--- src/rtl/sequenciador_teste_porta_pkg.sv ---
// Shared definitions for the gate self-test sequencer: FSM encodings,
// common truth tables and the settle-time helper.
package sequenciador_teste_porta_pkg;

    typedef enum logic [1:0] {
        ST_IDLE   = 2'd0,
        ST_SETTLE = 2'd1,
        ST_CHECK  = 2'd2,
        ST_DONE   = 2'd3
    } state_t;

    localparam logic [3:0] TT_AND  = 4'b1000;
    localparam logic [3:0] TT_OR   = 4'b1110;
    localparam logic [3:0] TT_XOR  = 4'b0110;
    localparam logic [3:0] TT_NAND = 4'b0111;
    localparam logic [3:0] TT_NOR  = 4'b0001;
    localparam logic [3:0] TT_XNOR = 4'b1001;

    // A zero hold would leave no settle cycle at all, so it is promoted to one.
    function automatic int hold_eff(input int h);
        return (h < 1) ? 1 : h;
    endfunction

endpackage

--- src/rtl/sequenciador_teste_porta_contador_espera.sv ---
// Loadable down-counter used as the per-vector settle timer; term_o flags
// the last cycle of the hold window (count == 1).
module contador_espera #(
    parameter int W = 2
) (
    input  logic         clk,
    input  logic         rst,
    input  logic         load_i,
    input  logic [W-1:0] load_val_i,
    output logic [W-1:0] count_o,
    output logic         term_o
);

    logic [W-1:0] count_q;
    logic [W-1:0] count_d;

    always_comb begin
        count_d = count_q;
        if (load_i) begin
            count_d = load_val_i;
        end else if (count_q != '0) begin
            count_d = count_q - 1'b1;
        end
    end

    always_ff @(posedge clk) begin
        if (rst) begin
            count_q <= '0;
        end else begin
            count_q <= count_d;
        end
    end

    assign count_o = count_q;
    assign term_o  = (count_q == W'(1));

endmodule

--- src/rtl/sequenciador_teste_porta.sv ---
// On-chip sequencer/checker for a 2-input gate: walks vectors 00..11, holds
// each for the settle time, samples gate_y and accumulates mismatches.
module sequenciador_teste_porta
    import sequenciador_teste_porta_pkg::*;
#(
    parameter int         HOLD_CYCLES = 2,
    parameter logic [3:0] EXP_TT      = 4'b1000
) (
    input  logic       clk,
    input  logic       rst,
    input  logic       start,
    input  logic       gate_y,
    output logic       gate_a,
    output logic       gate_b,
    output logic       busy,
    output logic       done,
    output logic       pass,
    output logic [2:0] err_count,
    output logic [3:0] fail_vec,
    output logic [1:0] vec_idx,
    output logic [1:0] dbg_state
);

    localparam int H     = hold_eff(HOLD_CYCLES);
    localparam int CNT_W = (H < 2) ? 1 : $clog2(H + 1);

    state_t     state_q, state_d;
    logic [1:0] vec_q, vec_d;
    logic [2:0] err_q, err_d;
    logic [3:0] fail_q, fail_d;
    logic       pass_q, pass_d;
    logic       busy_q, busy_d;
    logic       done_q, done_d;
    logic       cnt_load;
    logic       cnt_term;
    logic       mismatch;
    logic [CNT_W-1:0] cnt_val;

    contador_espera #(.W(CNT_W)) u_espera (
        .clk        (clk),
        .rst        (rst),
        .load_i     (cnt_load),
        .load_val_i (CNT_W'(H)),
        .count_o    (cnt_val),
        .term_o     (cnt_term)
    );

    always_comb begin
        state_d  = state_q;
        vec_d    = vec_q;
        err_d    = err_q;
        fail_d   = fail_q;
        pass_d   = pass_q;
        busy_d   = busy_q;
        done_d   = 1'b0;
        cnt_load = 1'b0;
        // Written so an unknown gate_y falls through as a mismatch.
        mismatch = 1'b1;
        if (gate_y == EXP_TT[vec_q]) begin
            mismatch = 1'b0;
        end

        case (state_q)
            ST_IDLE: begin
                if (start) begin
                    vec_d    = 2'd0;
                    err_d    = 3'd0;
                    fail_d   = 4'd0;
                    pass_d   = 1'b0;
                    busy_d   = 1'b1;
                    cnt_load = 1'b1;
                    state_d  = ST_SETTLE;
                end
            end
            ST_SETTLE: begin
                if (cnt_term) begin
                    state_d = ST_CHECK;
                end
            end
            ST_CHECK: begin
                if (mismatch) begin
                    err_d         = err_q + 3'd1;
                    fail_d[vec_q] = 1'b1;
                end
                if (vec_q == 2'd3) begin
                    state_d = ST_DONE;
                    busy_d  = 1'b0;
                    done_d  = 1'b1;
                    pass_d  = (err_d == 3'd0);
                end else begin
                    vec_d    = vec_q + 2'd1;
                    cnt_load = 1'b1;
                    state_d  = ST_SETTLE;
                end
            end
            default: begin
                state_d = ST_IDLE;
            end
        endcase
    end

    always_ff @(posedge clk) begin
        if (rst) begin
            state_q <= ST_IDLE;
            vec_q   <= 2'd0;
            err_q   <= 3'd0;
            fail_q  <= 4'd0;
            pass_q  <= 1'b0;
            busy_q  <= 1'b0;
            done_q  <= 1'b0;
        end else begin
            state_q <= state_d;
            vec_q   <= vec_d;
            err_q   <= err_d;
            fail_q  <= fail_d;
            pass_q  <= pass_d;
            busy_q  <= busy_d;
            done_q  <= done_d;
        end
    end

    assign gate_a    = vec_q[1];
    assign gate_b    = vec_q[0];
    assign vec_idx   = vec_q;
    assign busy      = busy_q;
    assign done      = done_q;
    assign pass      = pass_q;
    assign err_count = err_q;
    assign fail_vec  = fail_q;
    assign dbg_state = state_q;

endmodule

--- config.mk ---
export PLATFORM = sky130hd
export DESIGN_NAME = sequenciador_teste_porta
export DESIGN_NICKNAME = d
export VERILOG_FILES = /design/src/rtl/sequenciador_teste_porta_pkg.sv /design/src/rtl/sequenciador_teste_porta_contador_espera.sv /design/src/rtl/sequenciador_teste_porta.sv
export SDC_FILE = /design/constraint.sdc
export NUM_CORES = 1
export LEC_CHECK = 0
export ABC_AREA = 1
export CAP_MARGIN = 25
export CORE_MARGIN = 1.5
export CORE_UTILIZATION = 40
export CTS_BUF_LIST = sky130_fd_sc_hd__clkbuf_4 sky130_fd_sc_hd__clkbuf_8 sky130_fd_sc_hd__clkbuf_16
export DETAILED_ROUTE_END_ITERATION = 8
export PLACE_DENSITY_LB_ADDON = 0.15
export SYNTH_ARGS = -nofsm -noshare
export SYNTH_HDL_FRONTEND = slang
export SYNTH_SLANG_ARGS = --single-unit
--- constraint.sdc ---
create_clock -name clk -period 2.9 [get_ports clk]
set_input_delay 0.725 -clock clk [delete_from_list [all_inputs] [get_ports clk]]
set_output_delay 0.725 -clock clk [all_outputs]
set_load 0.01 [all_outputs]
==> results.sh, run 1 <==
export IMPL_grt_first_pass_wirelength_microns=2677
export IMPL_ys_types=18
export IMPL_htreeDepth=1
export IMPL_hold_buffers=0
export IMPL_cts_path_max_buffers=2
export IMPL_nNetsFinal=142
export IMPL_holdWs_ns=0.4436
export IMPL_ys_warn_count=0
export IMPL_viasPerCell=4.635
export IMPL_cts_tree="yes"
export IMPL_cts_resized=0
export IMPL_overflow=0
export IMPL_fin_skew_ns=0.005735
export IMPL_cp_slowest_cell="clkdlybuf4s50_1"
export IMPL_dr_pass1_iters=4
export IMPL_drtAntennaViolNets=0
export IMPL_start_util_pct=44.31
export IMPL_rsz0062_at_grt="false"
export IMPL_crit_path_cell_trace="clkdlybuf4s50_1"
export IMPL_cts_num_sinks=16
export IMPL_syn_to_final_growth_pct=29.78
export IMPL_gp_congestion=0.8800
export IMPL_fp_dieW_microns=47.67
export IMPL_fmax_ghz=0.4783
export IMPL_status="complete, no violations"
export IMPL_fin_crit_sh_pct=72.10
export IMPL_seqCellArea_sq_um=320.3
export IMPL_worst_pin_slew_ns=0.3436
export IMPL_maxCapViolations=0
export IMPL_drive_gt1_share_pct=9.160
export IMPL_hp_class="reg2reg"
export IMPL_worstPathMaxFanout=8
export IMPL_rows=15
export IMPL_io_buffers=19
export IMPL_die_area_sq_mm=0.002272
export IMPL_max_slew_margin_pct=77.02
export IMPL_hp_start="u_espera.count_o[0]$_SDFFE_PP0P_"
export IMPL_netlist_area_sq_um=798.3
export IMPL_insertion_delay_ns=0.29
export IMPL_grt_pass1_vias=632
export IMPL_dp_hpwl_microns=1277
export IMPL_r2r_worst_path_cells=7
export IMPL_power_density_mw_per_mm2=404.8
export IMPL_drc=0
export IMPL_cts_root_buf="clkbuf_4"
export IMPL_path_clk_slew_ns=0.09
export IMPL_n_fill_cell=184
export IMPL_hold_violations=0
export IMPL_die_h_microns=47.67
export IMPL_r2r_end="err_count[2]$_SDFFE_PP0P_"
export IMPL_critPathTopFamily="buffers and inverters"
export IMPL_drt_iter0_drc=20
export IMPL_crit_path_max_incr_delay_ns=0.60
export IMPL_crit_required_ns=2.17
export IMPL_endpoint_kind="output pin"
export IMPL_hold_path_depth=1
export IMPL_syn_nets=121
export IMPL_cp_arrival_ns=1.37
export IMPL_grtUsageTotal_pct=16.86
export IMPL_final_max_slew_viol_count=0
export IMPL_grt_max_degree=11
export IMPL_synth_area_per_cell_sq_um=7.192
export IMPL_vias=723
export IMPL_ir_drop_mv=0.2526
export IMPL_leakage_nw=0.4313
export IMPL_power_mw=0.4194
export IMPL_critPathBufInv=1
export IMPL_cts_setup_buffers=0
export IMPL_synth_seq_area_share_pct=40.13
export IMPL_multi_input_area_sq_um=379.1
export IMPL_io_pins=20
export IMPL_r2r_start="vec_idx[0]$_SDFFE_PP0P_"
export IMPL_cts_buffers=3
export IMPL_antenna_cells=0
export IMPL_period_needed_ns=2.091
export IMPL_r2r_slack_ns=1.46
export IMPL_synthCells=111
export IMPL_wire_per_inst_microns=10.44
export IMPL_routed_wl_microns=1629
export IMPL_critPathKind="reg2out"
export IMPL_holdPathEnd="u_espera.count_o[0]$_SDFFE_PP0P_"
export IMPL_setup_viol=0
export IMPL_antenna_found_initial=0
export IMPL_coreArea_sq_mm=0.001802
export IMPL_fin_setup_tns_ns=0
export IMPL_synth_seq_cells=16
export IMPL_startpoint_type="flop"
-- cells by family after synthesis --
| kind of cell | share of synthesized area (%) |
|---|---|
| AND/OR/NAND/NOR | 26.80 |
| flip-flops | 40.13 |
| adder cells (fa/ha/maj) | 9.404 |
| buffers and inverters | 12.38 |
| AO/OA/AOI/OAI | 11.29 |
-- synthesized netlist by cell type --
master	number	share of area [%]
nand2_1	26	12
inv_1	20	9.4
dfxtp_1	16	40
a21oi_1	12	7.5
nand3_1	9	5.6
ha_1	6	9.4
nor2_1	5	2.4
nand2_2	3	2.4
o21ai_0	3	1.9
buf_4	2	1.9
nor2_2	2	1.6
a21oi_2	1	1.1
buf_2	1	0.63
inv_2	1	0.47
nand4_1	1	0.78
nor3_1	1	0.63
nor3_2	1	1.3
o22ai_1	1	0.78
-- layer usage --
| metal | global-route usage, % | vias to the layer above | wire length (microns) |
|---|---|---|---|
| li1 | - | 387 | - |
| met1 | 21.18 | 318 | 780 |
| met2 | 27.30 | 16 | 760 |
| met3 | 6.038 | 2 | 74 |
| met4 | 4.865 | 0 | 13 |
| met5 | 0 | - | 0 |
-- cell usage in the layout, fill, tap and decap left out --
master and n:
o22ai_1 1, o21ai_0 3, clkbuf_4 3, nand2_1 26, clkbuf_8 1, inv_2 1
dfxtp_1 16, nand4_1 1, nor2_2 2, nor2_1 5, ha_1 6, clkdlybuf4s50_1 19
nand3_1 9, a21oi_2 1, inv_1 20, nor3_1 1, a21oi_1 12, nand2_2 3
nor3_2 1
-- sequential cells by signal, summed over array words and instances (netlist names) --
register and count:
done 1, fail_vec 4, busy 1, pass 1
dbg_state 2, u_espera.count_o 2, err_count 3, vec_idx 2
-- power by group --
part | internal [mW] | switching (mW) | total, mW
Sequential | 0.225 | 0.00376 | 0.229
Combinational | 0.0187 | 0.0273 | 0.0460
Clock | 0.0765 | 0.0684 | 0.145
Total | 0.320 | 0.0995 | 0.419
-- area by class of cell --
class                           instances  area share (%)
Multi-Input combinational cell         71           36.59
Sequential cell                        16           30.92
Timing Repair Buffer                   19           18.36
Inverter                               21           7.609
Clock buffer                            4           3.502
Tap cell                               25           3.019
-- stage by stage --
stage               cells  setup WS, ns  instance area [sq um]  util [%]
finish                156        0.8091                   1036     57.50
global route          156        0.7325                   1036     57.50
CTS                   156        0.7993                   1036     57.50
detailed placement    152        0.9894                  999.7     55.49
global placement      152         1.036                  999.7     55.49
floorplan             111         1.556                  798.3         -
-- worst max-delay path by stage --
stage,slack (ns),from,end,cells past startpoint
after floorplan,1.56,vec_idx[0]$_SDFFE_PP0P_,vec_idx[0],1
after global placement,1.04,rst,pass$_SDFFE_PP0P_,6
after detailed placement,0.99,rst,pass$_SDFFE_PP0P_,6
after CTS,0.80,vec_idx[0]$_SDFFE_PP0P_,gate_b,1
after global routing,0.73,vec_idx[0]$_SDFFE_PP0P_,gate_b,1
final,0.81,vec_idx[0]$_SDFFE_PP0P_,gate_b,1
No activity file was read; power rests on OpenSTA's default activity.
==> run 2: changes to the inputs <==
clock period = 1.8 ns   (was 2.9 ns; I/O delays follow)
==> run 2 against run 1 <==
- first-iteration DRC count decreased by 60%
- clock power increased by 59%
- global-route usage shrank 0.44 points
- highest routed layer unchanged
- final cell count up 0.64%
- critical endpoint is now err_count[2]
- power up 60%
- register-to-register slack worse by 0.99 ns
- combinational power increased by 63%
- core utilization is 0.56 points higher
==> results.sh, run 2 (synthesis results as in run 1) <==
export IMPL_cp_arrival_ns=1.27
export IMPL_layout_commonest_cell="nand2_1"
export IMPL_antenna_found_initial=0
export IMPL_dr_pass1_iters=4
export IMPL_hold_path_depth=1
export IMPL_r2r_end="pass$_SDFFE_PP0P_"
export IMPL_leakage_nw=0.4372
export IMPL_power_mw=0.6728
export IMPL_max_slew_margin_pct=82.77
export IMPL_path_clk_slew_ns=0.09
export IMPL_r2r_start="vec_idx[0]$_SDFFE_PP0P_"
export IMPL_antenna_cells=0
export IMPL_wire_per_inst_microns=9.854
export IMPL_r2r_slack_ns=0.47
export IMPL_layout_common_cells="nand2_1, inv_1, clkdlybuf4s50_1"
export IMPL_io_buffers=19
export IMPL_dp_hpwl_microns=1234
export IMPL_startpoint_type="flop"
export IMPL_critPathBufInv=1
export IMPL_insertion_delay_ns=0.28
export IMPL_crit_path_max_incr_delay_ns=0.57
export IMPL_pre_cts_ws_ns=0.2256
export IMPL_endpoint_kind="output pin"
export IMPL_grt_pass1_vias=658
export IMPL_drc=0
export IMPL_grtUsageTotal_pct=16.42
export IMPL_hp_class="reg2reg"
export IMPL_critPathTopFamily="buffers and inverters"
export IMPL_cts_root_buf="clkbuf_4"
export IMPL_power_density_mw_per_mm2=643.2
export IMPL_vias=730
export IMPL_cts_path_max_buffers=2
export IMPL_largest_reg_flops=4
export IMPL_final_max_slew_viol_count=0
export IMPL_cp_slowest_cell="clkdlybuf4s50_1"
export IMPL_fmax_ghz=0.5825
export IMPL_crit_path_cell_trace="clkdlybuf4s50_1"
export IMPL_status="complete, no violations"
export IMPL_start_util_pct=44.31
export IMPL_setup_viol=0
export IMPL_route_met2_wl_microns=691
export IMPL_m1WireLength_microns=790
export IMPL_die_h_microns=47.67
export IMPL_viasPerCell=4.650
export IMPL_drive_gt1_share_pct=11.36
export IMPL_overflow=0
export IMPL_cts_tree="yes"
export IMPL_cts_num_sinks=16
export IMPL_grt_max_degree=10
export IMPL_fin_skew_ns=0.003109
export IMPL_drt_iter0_drc=8
export IMPL_n_fill_cell=168
export IMPL_cts_buffers=3
export IMPL_critPathKind="reg2out"
export IMPL_hold_violations=0
export IMPL_hp_start="u_espera.count_o[0]$_SDFFE_PP0P_"
export IMPL_ir_drop_mv=0.5217
export IMPL_fp_dieW_microns=47.67
export IMPL_top_layer="met4"
export IMPL_htreeDepth=1
export IMPL_wl_met3_microns=57
export IMPL_hold_buffers=0
export IMPL_die_area_sq_mm=0.002272
export IMPL_syn_to_final_growth_pct=31.03
export IMPL_fin_setup_tns_ns=0
export IMPL_period_needed_ns=1.717
export IMPL_routed_wl_microns=1547
export IMPL_finalWorstSetupSlack_ns=0.08336
export IMPL_maxCapViolations=0
export IMPL_nNetsFinal=143
export IMPL_rsz0062_at_grt="false"
export IMPL_gp_congestion=0.7319
export IMPL_drtAntennaViolNets=0
export IMPL_io_pins=20
export IMPL_fin_crit_sh_pct=95.37
export IMPL_r2r_worst_path_cells=8
export IMPL_coreArea_sq_mm=0.001802
export IMPL_grt_first_pass_wirelength_microns=2642
export IMPL_worst_pin_slew_ns=0.2558
export IMPL_holdPathEnd="u_espera.count_o[0]$_SDFFE_PP0P_"
export IMPL_rows=15
export IMPL_worstPathMaxFanout=5
export IMPL_crit_required_ns=1.35
-- run 2: power breakdown --
part / leakage (nW) / internal (mW) / total, mW / switching (mW)
Clock: 0.0210 / 0.123 / 0.230 / 0.107
Combinational: 0.285 / 0.0316 / 0.0751 / 0.0435
Sequential: 0.131 / 0.362 / 0.367 / 0.00534
Total: 0.437 / 0.517 / 0.673 / 0.156
-- run 2: repair_timing --
action                     CTS  global route
setup endpoints to repair    2             2
setup buffers                0             0
resized for setup            1             1
-- run 2: cell type report --
class | count | area (sq um) | area share [%]
Timing Repair Buffer | 20 | 197.7 | 18.90
Sequential cell | 16 | 322.8 | 30.86
Tap cell | 25 | 31.28 | 2.990
Multi-Input combinational cell | 71 | 379.1 | 36.24
Clock buffer | 4 | 36.28 | 3.469
Inverter | 21 | 78.83 | 7.536
-- run 2: worst max-delay path by stage --
stage	startpoint	end	slack, ns	depth (start not counted)
2_1_floorplan	vec_idx[0]$_SDFFE_PP0P_	pass$_SDFFE_PP0P_	0.53	8
3_3_place_gp	gate_y	pass$_SDFFE_PP0P_	0.23	8
3_5_place_dp	gate_y	pass$_SDFFE_PP0P_	0.23	8
4_1_cts	vec_idx[1]$_SDFFE_PP0P_	gate_a	0.004	1
5_1_grt	err_count[2]$_SDFFE_PP0P_	err_count[2]	0.01	1
6_report	err_count[2]$_SDFFE_PP0P_	err_count[2]	0.08	1
-- run 2: layer usage --
layer  up-vias  track usage [%]
li1        388                -
met1       324            22.43
met2        16            25.95
met3         2            2.642
met4         0            6.486
met5         -                0
-- run 2: stage by stage --
step	instances	cell area [sq um]	hold slack [ns]	utilization (%)
floorplan	111	798.3	0.4090	-
global route	157	1046	0.4601	58.06
finish	157	1046	0.4338	58.06
detailed placement	153	1007	0.4191	55.90
CTS	157	1045	0.4380	57.99
global placement	153	1007	0.4202	55.90
==> run 3: changes to the inputs <==
CORE_UTILIZATION = 35   (was 40)
SLEW_MARGIN = 20   (was unset)
==> run 3 against run 2 <==
- count of clock-buffer cells in the layout did not move
- setup slack got worse by 0.012 ns
- register-to-register slack got worse by 0.03 ns
- non-clock buffer count did not move
- flip-flop and latch count did not move
- critical endpoint is now dbg_state[1]
- highest routed layer unchanged
==> results.sh, run 3 (synthesis results as in run 1) <==
export IMPL_status="complete, no violations"
export IMPL_cts_path_max_buffers=2
export IMPL_critPathTopFamily="buffers and inverters"
export IMPL_vias=736
export IMPL_top_layer="met4"
export IMPL_cts_root_buf="clkbuf_4"
export IMPL_hold_violations=0
export IMPL_grtUsageTotal_pct=13.85
export IMPL_cp_num_cells=1
export IMPL_route_met2_wl_microns=700
export IMPL_dp_hpwl_microns=1192
export IMPL_die_area_sq_mm=0.002576
export IMPL_hold_buffers=0
export IMPL_drc=0
export IMPL_fmax_ghz=0.5785
export IMPL_cts_tree="yes"
export IMPL_worstPathMaxFanout=4
export IMPL_r2r_worst_path_cells=7
export IMPL_place_area_sq_mm=0.001011
export IMPL_ir_drop_mv=0.3815
export IMPL_io_buffers=19
export IMPL_m1WireLength_microns=772
export IMPL_endpoint_kind="output pin"
export IMPL_antenna_found_initial=0
export IMPL_htreeDepth=1
export IMPL_grt_pass1_vias=685
export IMPL_drt_iter0_drc=18
export IMPL_fp_dieW_microns=50.76
export IMPL_power_density_mw_per_mm2=647.4
export IMPL_maxCapViolations=0
export IMPL_gp_congestion=0.8535
export IMPL_cp_slowest_cell="clkdlybuf4s50_1"
export IMPL_worst_pin_slew_ns=0.2436
export IMPL_antenna_cells=0
export IMPL_path_clk_slew_ns=0.09
export IMPL_overflow=0
export IMPL_io_pins=20
export IMPL_rsz0062_at_grt="false"
export IMPL_largest_reg_flops=4
export IMPL_layout_common_cells="nand2_1, inv_1, clkdlybuf4s50_1"
export IMPL_fin_setup_tns_ns=0
export IMPL_hp_class="reg2reg"
export IMPL_wire_per_inst_microns=9.900
export IMPL_drtAntennaViolNets=0
export IMPL_cts_num_sinks=16
export IMPL_routed_wl_microns=1584
export IMPL_crit_path_max_incr_delay_ns=0.57
export IMPL_hold_path_depth=1
export IMPL_drive_gt1_share_pct=11.36
export IMPL_period_needed_ns=1.728
export IMPL_dr_pass1_iters=4
export IMPL_cp_arrival_ns=1.28
export IMPL_cts_buffers=3
export IMPL_grt_max_degree=10
export IMPL_critPathBufInv=1
export IMPL_critPathKind="reg2out"
export IMPL_setup_viol=0
export IMPL_syn_to_final_growth_pct=31.51
export IMPL_leakage_nw=0.4372
export IMPL_wl_met3_microns=81
export IMPL_viasPerCell=4.600
export IMPL_die_h_microns=50.76
export IMPL_nNetsFinal=143
export IMPL_fin_skew_ns=0.004529
export IMPL_insertion_delay_ns=0.29
export IMPL_grt_first_pass_wirelength_microns=2691
export IMPL_final_max_slew_viol_count=0
export IMPL_start_util_pct=36.44
export IMPL_startpoint_type="flop"
export IMPL_max_slew_margin_pct=83.59
export IMPL_rows=17
export IMPL_fin_crit_sh_pct=96.03
export IMPL_crit_required_ns=1.35
export IMPL_crit_path_cell_trace="clkdlybuf4s50_1"
export IMPL_coreArea_sq_mm=0.002191
export IMPL_design_area_sq_mm=0.001050
export IMPL_layout_commonest_cell="nand2_1"
==> run 3: cell counts in the layout (fill, tap and decap cells not counted) <==
Identical to the previous run, type by type.
==> run 3: power breakdown <==
group | internal [mW] | total [mW] | switching [mW] | leakage, nW
Clock | 0.123 | 0.237 | 0.113 | 0.0210
Sequential | 0.362 | 0.368 | 0.00546 | 0.131
Combinational | 0.0316 | 0.0754 | 0.0438 | 0.285
Total | 0.517 | 0.680 | 0.163 | 0.437
==> run 3: through the flow <==
stage	power, mW	instances	hold slack, ns	worst slack, ns	utilization [%]
after floorplan	0.4207	111	0.4090	0.5263	-
after global placement	0.4509	156	0.4187	0.2083	46.15
after detailed placement	0.4512	156	0.4201	0.1744	46.15
after CTS	0.6887	160	0.4341	0.001096	47.86
after global routing	0.7136	160	0.4434	0.009236	47.92
final	0.6796	160	0.4323	0.07152	47.92
==> run 3: worst paths after layout <==
check / start / endpoint / slack [ns]
max: dbg_state[1]$_SDFFE_PP0P_ / dbg_state[1] / 0.07
min: u_espera.count_o[0]$_SDFFE_PP0P_ / u_espera.count_o[0]$_SDFFE_PP0P_ / 0.43
max reg2reg: vec_idx[0]$_SDFFE_PP0P_ / err_count[2]$_SDFFE_PP0P_ / 0.44
min reg2reg: u_espera.count_o[0]$_SDFFE_PP0P_ / u_espera.count_o[0]$_SDFFE_PP0P_ / 0.43
==> run 3: per-layer routing <==
metal  vias to the layer above  track usage (%)
met5                         -                0
met4                         0            7.658
li1                        389                -
met2                        26            20.61
met3                         4            2.976
met1                       317            18.46
==> run 3: area by class of cell <==
class                           instances  area [sq um]
Sequential cell                        16         322.8
Inverter                               21         78.83
Clock buffer                            4         36.28
Tap cell                               28         35.03
Multi-Input combinational cell         71         379.1
Fill cell                             226          1141
Timing Repair Buffer                   20         197.7
==> run 3: timing repair <==
action / 4_1_cts / 5_1_grt
resized for setup: 1 / 1
endpoints found under the setup margin: 2 / 2
setup buffers: 0 / 0
